### src/rtl/sev_seg_pkg.sv
// rtl/sev_seg_pkg.sv - shared types and constants for the seven-segment scan controller
package sev_seg_pkg;

   localparam logic [7:0] SEG_BLANK_N = 8'hFF;

   typedef logic [3:0] phase_t;

   typedef enum logic {
      IDLE,
      SCAN
   } scan_state_t;

endpackage

### src/rtl/sev_seg_dec.sv
// rtl/sev_seg_dec.sv - combinational BCD to active-high {dp,g,f,e,d,c,b,a} decoder
module sev_seg_dec
   import sev_seg_pkg::*;
(
   input  logic [3:0] bcd_i,
   input  logic       special_i,
   output logic [7:0] seg_o
);

   always_comb begin
      seg_o = 8'h00;
      if (special_i) begin
         seg_o = 8'h40;
      end else begin
         case (bcd_i)
            4'h0:    seg_o = 8'h3F;
            4'h1:    seg_o = 8'h06;
            4'h2:    seg_o = 8'h5B;
            4'h3:    seg_o = 8'h4F;
            4'h4:    seg_o = 8'h66;
            4'h5:    seg_o = 8'h6D;
            4'h6:    seg_o = 8'h7D;
            4'h7:    seg_o = 8'h07;
            4'h8:    seg_o = 8'h7F;
            4'h9:    seg_o = 8'h6F;
            default: seg_o = 8'h00;
         endcase
      end
   end

endmodule

### src/rtl/sev_seg_scan_ctrl.sv
// rtl/sev_seg_scan_ctrl.sv - time-multiplexed common-anode display scanner with PWM brightness
module sev_seg_scan_ctrl
   import sev_seg_pkg::*;
#(
   parameter int N_DIGITS  = 8,
   parameter int PHASE_LEN = 1024
) (
   input  logic                  clk,
   input  logic                  rst,
   input  logic                  enable,
   input  logic [4*N_DIGITS-1:0] digits,
   input  logic [N_DIGITS-1:0]   special_mask,
   input  logic [N_DIGITS-1:0]   dp_mask,
   input  logic [3:0]            brightness,
   output logic [N_DIGITS-1:0]   an_n,
   output logic [7:0]            seg_n,
   output logic                  frame_tick
);

   localparam int CW = (PHASE_LEN > 1) ? $clog2(PHASE_LEN) : 1;
   localparam int DW = $clog2(N_DIGITS);

   scan_state_t           state_q, state_d;
   logic [CW-1:0]         cyc_q, cyc_d;
   phase_t                phase_q, phase_d;
   logic [DW-1:0]         digit_q, digit_d;
   logic [4*N_DIGITS-1:0] dig_sh_q, dig_sh_d;
   logic [N_DIGITS-1:0]   spc_sh_q, spc_sh_d;
   logic [N_DIGITS-1:0]   dp_sh_q, dp_sh_d;
   logic [N_DIGITS-1:0]   an_n_q, an_n_d;
   logic [7:0]            seg_n_q, seg_n_d;
   logic                  tick_q, tick_d;
   logic                  snap;
   logic [7:0]            dec_seg;
   logic [7:0]            lit_seg;

   sev_seg_dec u_dec (
      .bcd_i     (dig_sh_q[4*digit_q +: 4]),
      .special_i (spc_sh_q[digit_q]),
      .seg_o     (dec_seg)
   );

   // A dash digit never shows its decimal point.
   assign lit_seg = spc_sh_q[digit_q] ? dec_seg : (dec_seg | {dp_sh_q[digit_q], 7'b0});

   always_comb begin
      state_d  = state_q;
      cyc_d    = cyc_q;
      phase_d  = phase_q;
      digit_d  = digit_q;
      an_n_d   = '1;
      seg_n_d  = SEG_BLANK_N;
      snap     = 1'b0;
      case (state_q)
         IDLE: begin
            cyc_d   = '0;
            phase_d = '0;
            digit_d = '0;
            if (enable) begin
               state_d = SCAN;
               snap    = 1'b1;
            end
         end
         SCAN: begin
            if (!enable) begin
               state_d = IDLE;
               cyc_d   = '0;
               phase_d = '0;
               digit_d = '0;
            end else begin
               if (cyc_q == CW'(PHASE_LEN - 1)) begin
                  cyc_d   = '0;
                  phase_d = phase_q + 4'd1;
                  if (phase_q == 4'hF) begin
                     if (digit_q == DW'(N_DIGITS - 1)) begin
                        digit_d = '0;
                        snap    = 1'b1;
                     end else begin
                        digit_d = digit_q + 1'b1;
                     end
                  end
               end else begin
                  cyc_d = cyc_q + 1'b1;
               end
               if (phase_q <= brightness) begin
                  an_n_d  = ~(N_DIGITS'(1) << digit_q);
                  seg_n_d = ~lit_seg;
               end
            end
         end
         default: state_d = IDLE;
      endcase
      dig_sh_d = snap ? digits       : dig_sh_q;
      spc_sh_d = snap ? special_mask : spc_sh_q;
      dp_sh_d  = snap ? dp_mask      : dp_sh_q;
      tick_d   = snap;
   end

   always_ff @(posedge clk) begin
      if (rst) begin
         state_q  <= IDLE;
         cyc_q    <= '0;
         phase_q  <= '0;
         digit_q  <= '0;
         dig_sh_q <= '0;
         spc_sh_q <= '0;
         dp_sh_q  <= '0;
         an_n_q   <= '1;
         seg_n_q  <= SEG_BLANK_N;
         tick_q   <= 1'b0;
      end else begin
         state_q  <= state_d;
         cyc_q    <= cyc_d;
         phase_q  <= phase_d;
         digit_q  <= digit_d;
         dig_sh_q <= dig_sh_d;
         spc_sh_q <= spc_sh_d;
         dp_sh_q  <= dp_sh_d;
         an_n_q   <= an_n_d;
         seg_n_q  <= seg_n_d;
         tick_q   <= tick_d;
      end
   end

   assign an_n       = an_n_q;
   assign seg_n      = seg_n_q;
   assign frame_tick = tick_q;

endmodule

### config.mk
export PLATFORM = sky130hd
export DESIGN_NAME = sev_seg_scan_ctrl
export DESIGN_NICKNAME = d
export VERILOG_FILES = /design/src/rtl/sev_seg_pkg.sv /design/src/rtl/sev_seg_dec.sv /design/src/rtl/sev_seg_scan_ctrl.sv
export SDC_FILE = /design/constraint.sdc
export NUM_CORES = 1
export LEC_CHECK = 0
export CAP_MARGIN = 30
export CORE_UTILIZATION = 44
export DETAILED_ROUTE_END_ITERATION = 10
export GPL_TIMING_DRIVEN = 0
export PLACE_DENSITY = 0.73
export SLEW_MARGIN = 20
export SYNTH_ARGS = -nofsm -noshare
export SYNTH_HDL_FRONTEND = slang
export SYNTH_SLANG_ARGS = --single-unit
### constraint.sdc
create_clock -name clk -period 2.25 [get_ports clk]
set_input_delay 0.225 -clock clk [delete_from_list [all_inputs] [get_ports clk]]
set_output_delay 0.225 -clock clk [all_outputs]
set_load 0.05 [all_outputs]
### Word-level counts from Yosys, hierarchy flattened

Memories as Yosys holds them, arrays and structs flattened.
Index checks and enable logic that the tools add are counted.

| storage, ports and cells | value |
|---|---|
| bits in registers | 83 |
| latch bits | 0 |
| memory bits (writable) | 0 |
| memory bits (read-only) | 112 |
| input bits | 55 |
| output and inout bits | 17 |
| logic and storage cells | 54 |
| memories kept | 1 |

Memory list:

| memory | words | width | rd ports | clocked after Yosys merged registers in | wr ports | RTL line | text |
|---|---|---|---|---|---|---|---|
| (no name shown) | 16 | 7 | 1 | 0 | 0 | sev_seg_dec.sv:15 | `case (bcd_i)` |

| operators by class | value |
|---|---|
| $add $sub $neg | 3 |
| multipliers | 0 |
| divide/modulo/power cells | 0 |
| order comparisons | 2 |
| equal/unequal tests | 5 |
| shifts and indexed selects | 2 |
| mux-type cells | 23 |
| bitwise gates (word level) | 6 |
| reductions and logical operators | 2 |

Operators by type and width:

| operator | number |
|---|---|
| indexed part select 32 x 6 -> 4 bit | 1 |
| two-way mux 10 bit | 2 |
| case mux 10 bit (2 select lines) | 1 |
| two-way mux 8 bit | 2 |
| NOT 8 bit | 2 |
| two-way mux 3 bit | 4 |
| adder 10 x 1 -> 10 bit, second input constant | 1 |
| equality test 10 bit, second input constant | 1 |
| two-way mux 4 bit | 2 |
| OR 8 bit | 1 |
| case mux 4 bit (2 select lines) | 1 |
| << shifter 1 x 3 -> 8 bit, first input constant | 1 |
| two-way mux 1 bit | 7 |
| binary-select mux 1 bit (select 3 bit) | 2 |
| inequality test 3 x 2 -> 1 bit, second input constant | 2 |
| case mux 3 bit (2 select lines) | 1 |
| adder 4 x 1 -> 4 bit, second input constant | 1 |
| equality test 4 bit, second input constant | 1 |
| less-or-equal comparator 4 bit | 1 |
| < comparator 3 x 4 -> 1 bit, second input constant | 1 |
| OR reduction 4 bit | 1 |
| adder 3 x 1 -> 3 bit, second input constant | 1 |
| equality test 3 bit, second input constant | 1 |
| NOT 1 bit | 3 |
| 2 further kinds | 2 |

### Logic depth before layout (Yosys ltp)

Gate-level depths: netlist (run 1).

| logic depth | value |
|---|---|
| depth after elaboration | 6 |
| mapped depth | 11 |

### Hierarchy

From an unflattened synthesis (run 1), not the netlist that was laid out.

| second synthesis, totals | value |
|---|---|
| cell total of the unflattened synthesis | 417 |
| area, all modules | 4,157.7 µm² |

Modules (own cells, without submodules):

| module | times used | cells each | area each (µm²) |
|---|---|---|---|
| sev_seg_scan_ctrl | 1 | 384 | 3,922.5 |
| sev_seg_dec | 1 | 33 | 235.2 |

### Least setup slack after synthesis (run 1)

No wires, ideal clock.

| timing | value |
|---|---|
| path type | reg2reg |
| start | register digit_q[1] |
| end | register dig_sh_q[17] |
| data arrival time | 2,045 ps |
| data required time | 2,180 ps |
| setup slack | 135 ps |
| stages on the path, launching flop included | 10 |
| cell sequence | dfxtp_1 > ha_1 > ha_1 > and4_1 > a41o_1 > nand2_1 > clkbuf_1 > buf_1 > nand2_1 > a21oi_1 |

| on the way | value |
|---|---|
| word-level cells in the longest chain between the ends | 6 |

RTL lines:

| element | RTL line | text |
|---|---|---|
| start, declared | sev_seg_scan_ctrl.sv:26 | `logic [DW-1:0] digit_q, digit_d;` |
| start signal, assigned | sev_seg_scan_ctrl.sv:115 | `digit_q <= digit_d;` |
| equality test 3 bit | sev_seg_scan_ctrl.sv:75 | `if (digit_q == DW'(N_DIGITS - 1)) begin` |
| two-way mux 1 bit | sev_seg_scan_ctrl.sv:75 |  |
| two-way mux 1 bit | sev_seg_scan_ctrl.sv:74 | `if (phase_q == 4'hF) begin` |
| two-way mux 1 bit | sev_seg_scan_ctrl.sv:71 | `if (cyc_q == CW'(PHASE_LEN - 1)) begin` |
| two-way mux 1 bit | sev_seg_scan_ctrl.sv:65 | `if (!enable) begin` |
| case mux 1 bit (2 select lines) | sev_seg_scan_ctrl.sv:54 | `case (state_q)` |
| end signal, assigned | sev_seg_scan_ctrl.sv:116 | `dig_sh_q <= dig_sh_d;` |
| end, declared | sev_seg_scan_ctrl.sv:27 | `logic [4*N_DIGITS-1:0] dig_sh_q, dig_sh_d;` |

Every way passes these cells.
A chain may end at the register's enable or synchronous reset.

### Worst setup path in the final report (run 1)

| timing | value |
|---|---|
| start | register digit_q[0] |
| end | register seg_n_q[6], in the netlist seg_n[6] |

| on the way | value |
|---|---|
| word-level cells in the longest chain between the ends | 6 |

RTL lines:

| element | RTL line | text |
|---|---|---|
| indexed part select 32 x 6 -> 4 bit or binary-select mux 1 bit (select 3 bit) (tied branches) | sev_seg_scan_ctrl.sv:38, sev_seg_scan_ctrl.sv:39, sev_seg_scan_ctrl.sv:44 |  |
| memory read (16 x 7 bit) or two-way mux 1 bit (tied branches) | -- |  |
| two-way mux 8 bit | sev_seg_dec.sv:12 | `if (special_i) begin` |
| OR 8 bit | sev_seg_scan_ctrl.sv:44 | `assign lit_seg = spc_sh_q[digit_q] ? dec_seg : (dec_seg \| {dp_sh_q[digit_q], 7'b0});` |
| two-way mux 8 bit (*) | sev_seg_scan_ctrl.sv:44 |  |
| NOT 8 bit (*) | sev_seg_scan_ctrl.sv:87 | `seg_n_d = ~lit_seg;` |
| end signal, assigned | sev_seg_scan_ctrl.sv:120 | `seg_n_q <= seg_n_d;` |
| end, declared | sev_seg_scan_ctrl.sv:31 | `logic [7:0] seg_n_q, seg_n_d;` |

Mark *: on every way between the ends. The rest lies on a longest branch, timed or not. The select of a mux whose other input is x is not followed.

==> results of run 1 <==
power breakdown:
group	switching, mW	leakage [nW]	internal [mW]	total [mW]
Combinational	0.154	1.05	0.179	0.333
Sequential	0.0263	0.680	1.52	1.55
Clock	0.492	0.0902	0.505	0.996
worst min-delay path, cell delays in order:
cell             delay (ns)
clkdlybuf4s50_1        0.40
nand2_1                0.05
a21oi_1                0.05
layer usage:
| metal | vias up | wire (um) |
|---|---|---|
| met2 | 79 | 3814 |
| met3 | 18 | 327 |
| met1 | 1361 | 3511 |
| li1 | 1524 | - |
| met5 | - | 0 |
| met4 | 0 | 202 |
kinds of logic after synthesis:
kind of cell,Yosys count
and+or+nand+nor,167
xor gates and xnor gates,9
adders and majority gates,18
muxes,18
AOI/OAI and AO/OA,71
DFF,83
buffers and inverters,34
placed cells by master, fill, tap and decap left out, types with 3 or more instances in the layout:
master and n:
nand3_1 9, and4_1 3, nor2b_1 3, dfxtp_1 80
xor2_1 7, o21a_1 4, nand2_1 122, and2_1 4
buf_4 9, clkbuf_2 5, and3_1 3, clkbuf_1 10
ha_1 17, nor2_1 14, nand4_1 4, a21oi_1 53
clkbuf_4 3, or3_1 3, inv_1 11, clkdlybuf4s50_1 71
clkbuf_8 9, mux4_2 11, o21ai_0 5
layout make-up:
class	instances	area share (%)
Timing Repair Buffer	78	16.21
Clock buffer	12	2.871
Clock inverter	3	0.8506
Inverter	14	1.170
Tap cell	102	2.711
Multi-Input combinational cell	283	37.83
Buffer	20	2.871
Sequential cell	83	35.49
registers in the layout (all words and copies together) (netlist names), 3 cells and up:
name,count
cyc_q,10
phase_q,4
dig_sh_q,32
an_n,8
digit_q,3
dp_sh_q,8
seg_n,8
spc_sh_q,8
per-stage QoR:
| step | hold WS, ns | cells | power (mW) | setup TNS [ns] |
|---|---|---|---|---|
| floorplan | 0.3225 | 400 | 1.748 | 0 |
| global placement | 0.4385 | 573 | 1.892 | -6.953 |
| detailed placement | 0.4432 | 573 | 1.900 | -8.505 |
| CTS | 0.4112 | 590 | 2.886 | 0 |
| global route | 0.4322 | 595 | 2.998 | -0.02516 |
| finish | 0.4174 | 595 | 2.875 | 0 |
worst paths after layout:
kind                startpoint      endpoint  slack, ns  depth (start not counted)
hold reg to reg   dig_sh_q[14]  dig_sh_q[14]       0.45                          2
setup reg to reg    digit_q[0]      seg_n[6]        0.1                         11
setup / recovery    digit_q[0]      seg_n[6]        0.1                         11
hold / removal      digits[31]  dig_sh_q[31]       0.42                          3
timing repair:
action	CTS	global route
hold buffers	0	0
pin swaps	1	2
setup endpoints to repair	46	45
resized for setup	11	29
setup buffers	2	5
==> results_dict.tcl, run 1 <==
set metrics [dict create \
    dp_slack_ns -0.3538 \
    num_rows 32 \
    grt_usage_pct 19.73 \
    drt_iter0_drc 110 \
    synthToLayoutAreaGrowth_pct 31.49 \
    fp.dieW_um 92.20 \
    initial_core_util_pct 45.85 \
    synth-seq-area-share_pct 46.42 \
    fin_skew_ns 0.006755 \
    routedWlPerCell_um 13.20 \
    dpl_cell_area_sq_um 4418 \
    start_kind "register" \
    regArea_sq_um 1670 \
    status "finished, final reports clean" \
    worst_pin_slew_ns 0.5312 \
    synth_top_family_by_area "simple AND/OR/NAND/NOR gates" \
    ios 72 \
    setup_viol 0 \
    root_buffer "clkbuf_8" \
    yosys.area.top_type "dfxtp_1" \
    yosys.area_share.adder_pct 6.292 \
    portBuffers 71 \
    critPathMaxFanout 7 \
    drive_gt1_share_pct 11.36 \
    numClockSinks 83 \
    synthCells 400 \
    peakVddDrop_uv 311.2 \
    ys_types 36 \
    grt-busiest-layer "met2" \
    clock.fmax_mhz 464.7 \
    finalHoldViolCount 0 \
    synth_edf_count 0 \
    use_met1_pct 23.63 \
    dr.pass1.iters 4 \
    cts.path.max_buffers 2 \
    antenna_found_initial 0 \
    crit_chain "buf_8 -> buf_12 -> mux4_2 -> nand2_1 -> and2_4 -> inv_4 -> ha_2 -> inv_1 -> mux2_4 -> a221o_1 -> nand2_1" \
    finalCoreUtilization_pct 60.29 \
    end_kind "register" \
    fill_cells 691 \
    dp.final_hpwl_um 5809 \
    rsz0062_at_grt "yes" \
    slowest_stage "dfxtp_4" \
    syn_avg_cell_area_sq_um 8.949 \
    path_clk_slew_ns 0.08 \
    final.period_utilization_pct 95.64 \
    max_stage_delay_ns 0.36 \
    crit_top_cell "nand2_1" \
    clk_latency_ns 0.35 \
    layout.nets 562 \
    p_leak_nw 1.820 \
    routabilityCongestion 0.8268 \
    hold_class "in -> reg" \
    synthTopCellsByCount "nand2_1, dfxtp_1, a21oi_1" \
    yosysWarnings 0 \
    crit_buf_inv 4 \
    syn-cell-area_sq_um 3580 \
    dieArea_sq_um 8500 \
    drc_errors 0 \
    ys_top_cells_by_area "dfxtp_1, nand2_1, a21oi_1, mux4_2, ha_1" \
    grt_pass1_vias 2902 \
    cp_top_family "multiplexers" \
    setup_slack_ns 0.09801 \
    ys_async_sr_fraction_pct 0 \
    die_y_um 92.20 \
    cts_tree "yes" \
    multi_input_area_sq_um 1780 \
    overflow 0 \
    grt_max_degree 13 \
    slew_violations 0 \
    postRouteAntennaNets 0 \
    via_per_inst 5.012 \
    routed_wl_um 7856 \
    power.density_nw_per_um2 610.8 \
    synth_compound_area_share_pct 11.18 \
    slew_headroom_pct 64.59 \
    worstPathArrival_ns 2.45 \
    antennaDiodeCount 0 \
    grt_pass1_wl_um 13030 \
    ys_seq_elements 83 \
    critical_path_class "reg -> reg" \
    fin_area_sq_um 4707 \
    met3_usage_pct 3.151 \
    drv_cap 0 \
    muxShareOfSynthArea_pct 10.31 \
    cp_data_required_time_ns 2.55 \
    vias 2982 \
    post-route-min-period_ns 2.152 \
    synth_most_common_cell "nand2_1" \
    synth_nets 473 \
    met2_usage_pct 34.20 \
    synthXorXnorAreaFrac_pct 2.202 \
    htree_num_levels 3 \
    numCtsBuffers 9 \
    ys.flop_type "dfxtp_1" \
    synth_top_area_share_pct 46.42 \
    yosys.area_share.simple_pct 19.57 \
    design.core.area_sq_um 7807 \
]
Power figures use the tool's default switching activity.
==> inputs of run 2 (changes only) <==
Settings changed: ABC_AREA from default to 1, PLACE_DENSITY 0.73 to 0.71, SKIP_LAST_GASP from default to 1.
==> run 2 against run 1 <==
Against the previous run:
- the run now ends with design-rule violations left
- clock-buffer cell count is the same
- clock power rose by 13%
- cell area up 8.6%
==> results_dict.tcl, run 2 <==
set metrics [dict create \
    min_to "spc_sh_q[4]" \
    ios 72 \
    synth_most_common_cell "nand2_1" \
    status "complete, but fails checks" \
    via_per_inst 4.829 \
    path_clk_slew_ns 0.08 \
    post-route-min-period_ns 2.109 \
    power.density_nw_per_um2 623.2 \
    synth_top_area_share_pct 41.11 \
    critical_path_class "reg -> reg" \
    r2r_cells 12 \
    rsz0062_at_grt "no" \
    yosys.area.top_type "dfxtp_1" \
    p_leak_nw 2.338 \
    grt_pass1_vias 3589 \
    routed_wl_um 9414 \
    drc_errors 10 \
    synthToLayoutAreaGrowth_pct 26.44 \
    yosysWarnings 0 \
    ys_types 33 \
    rrSetupSlack_ns 0.14 \
    holdBufCountCts 0 \
    worst_pin_slew_ns 0.4981 \
    root_buffer "clkbuf_8" \
    numClockSinks 83 \
    grt_usage_pct 20.64 \
    dp.final_hpwl_um 6877 \
    num_rows 34 \
    hp-start "special_mask[4]" \
    rr_endpoint "seg_n[0]" \
    slew_violations 0 \
    initial_core_util_pct 45.89 \
    top_register "dig_sh_q" \
    ys_top_cells_by_area "dfxtp_1, nand2_1, nor2_1, inv_1, ha_1" \
    cp_data_required_time_ns 2.48 \
    vias 3781 \
    ys_seq_elements 83 \
    final_cell_mix "nand2_1, dfxtp_1, nor2_1, inv_1, clkdlybuf4s50_1" \
    slew_headroom_pct 66.69 \
    antenna_found_initial 0 \
    whs_path_depth 3 \
    ys_async_sr_fraction_pct 0 \
    largest_reg_flops 32 \
    drt_iter0_drc 196 \
    fin_skew_ns 0.01006 \
    dr.pass1.iters 8 \
    overflow 0 \
    antennaDiodeCount 0 \
    synth-seq-area-share_pct 41.11 \
    grt_pass1_wl_um 15900 \
    numCtsBuffers 9 \
    syn-cell-area_sq_um 4041 \
    worstPathArrival_ns 2.34 \
    grt_max_degree 14 \
    reg2reg_from "digit_q[1]" \
    drive_gt1_share_pct 11.11 \
    final.period_utilization_pct 93.73 \
    cts.path.max_buffers 2 \
    syn_avg_cell_area_sq_um 6.873 \
    htree_num_levels 3 \
    dieArea_sq_um 9573 \
    critPathMaxFanout 11 \
    top_regs "dig_sh_q x32, cyc_q x10" \
    clk_latency_ns 0.36 \
    layout.nets 743 \
    portBuffers 71 \
    ys.flop_type "dfxtp_1" \
    fin_hold_ws_ns 0.4440 \
    design.core.area_sq_um 8806 \
    die_y_um 97.84 \
    hold_class "in -> reg" \
    synth_nets 661 \
    end_kind "register" \
    finalHoldViolCount 0 \
    setup_viol 0 \
    synthTopCellsByCount "nand2_1, dfxtp_1, nor2_1" \
    clock.fmax_mhz 474.2 \
    postRouteAntennaNets 0 \
    drv_cap 0 \
    synth_edf_count 0 \
    peakVddDrop_uv 329.6 \
    failed_checks "design-rule violations" \
    cts_tree "yes" \
    routabilityCongestion 0.8359 \
    start_kind "register" \
    synthCells 588 \
    post_cts.repair.setup_buffers 0 \
    routedWlPerCell_um 12.02 \
    final_common_cell "nand2_1" \
    report.power.total_mw 3.184 \
    fp.dieW_um 97.84 \
]
-- run 2: repair_timing --
item                                    4_1_cts  5_1_grt
endpoints found under the setup margin        5        2
gates cloned                                  0        0
gates resized for setup                       3        4
pin swaps                                     0        0
-- run 2: cell type report --
type	count	area, sq um
Buffer	24	141.4
Clock buffer	12	165.2
Clock inverter	4	47.55
Fill cell	844	3696
Inverter	75	281.5
Multi-Input combinational cell	406	1964
Sequential cell	83	1664
Tap cell	108	135.1
Timing Repair Buffer	71	710.7
-- run 2: power breakdown --
group / internal [mW] / total, mW / switching (mW)
registers: 1.54 / 1.56 / 0.0231
logic: 0.213 / 0.493 / 0.280
clock network: 0.600 / 1.13 / 0.527
-- run 2: per-stage QoR --
step / utilization, % / setup TNS [ns] / cells / worst slack, ns / cell area (sq um)
global placement: 55.50 / -0.1760 / 767 / -0.1456 / 4887
CTS: 57.96 / 0 / 783 / 0.01785 / 5104
global route: 58.03 / 0 / 783 / 0.02247 / 5110
detailed placement: 55.50 / -0.4434 / 767 / -0.2215 / 4887
finish: 58.03 / 0 / 783 / 0.1410 / 5110
floorplan: - / 0 / 588 / 0.1970 / 4041
-- run 2: cells by family after synthesis --
family	count (synthesis)	share of synthesized area, %
compound gates	49	6.657
simple gates	336	35.63
buf+inv	99	10.37
xor+xnor	3	0.6503
fa+ha+maj	18	5.573
flops	83	41.11
-- run 2: worst max-delay path by stage --
stage	to	cells after the start	from	slack (ns)
final	seg_n[0]	12	digit_q[1]	0.14
after global routing	seg_n[0]	12	digit_q[0]	0.02
after CTS	seg_n[0]	11	digit_q[0]	0.02
after detailed placement	seg_n[0]	12	digit_q[1]	-0.22
after global placement	seg_n[0]	12	digit_q[1]	-0.15
after floorplan	seg_n[0]	12	digit_q[0]	0.20
-- run 2: worst max-delay path: stages, from the launching register on --
cell	delay [ns]
dfxtp_2	0.46
inv_2	0.07
buf_2	0.22
a21oi_1	0.14
o21ai_0	0.09
nand2_1	0.06
inv_1	0.04
o21ai_2	0.19
inv_1	0.12
ha_1	0.18
or2_2	0.28
nand2_1	0.07
nand3_1	0.06
-- run 2: layer usage --
metal  track usage (%)  wire [um]  vias up
li1                  -          -     1965
met1             26.34       4550     1708
met2             35.32       4266       97
met3             3.794        482       11
met4             6.294        114        0
met5                 0          0        -
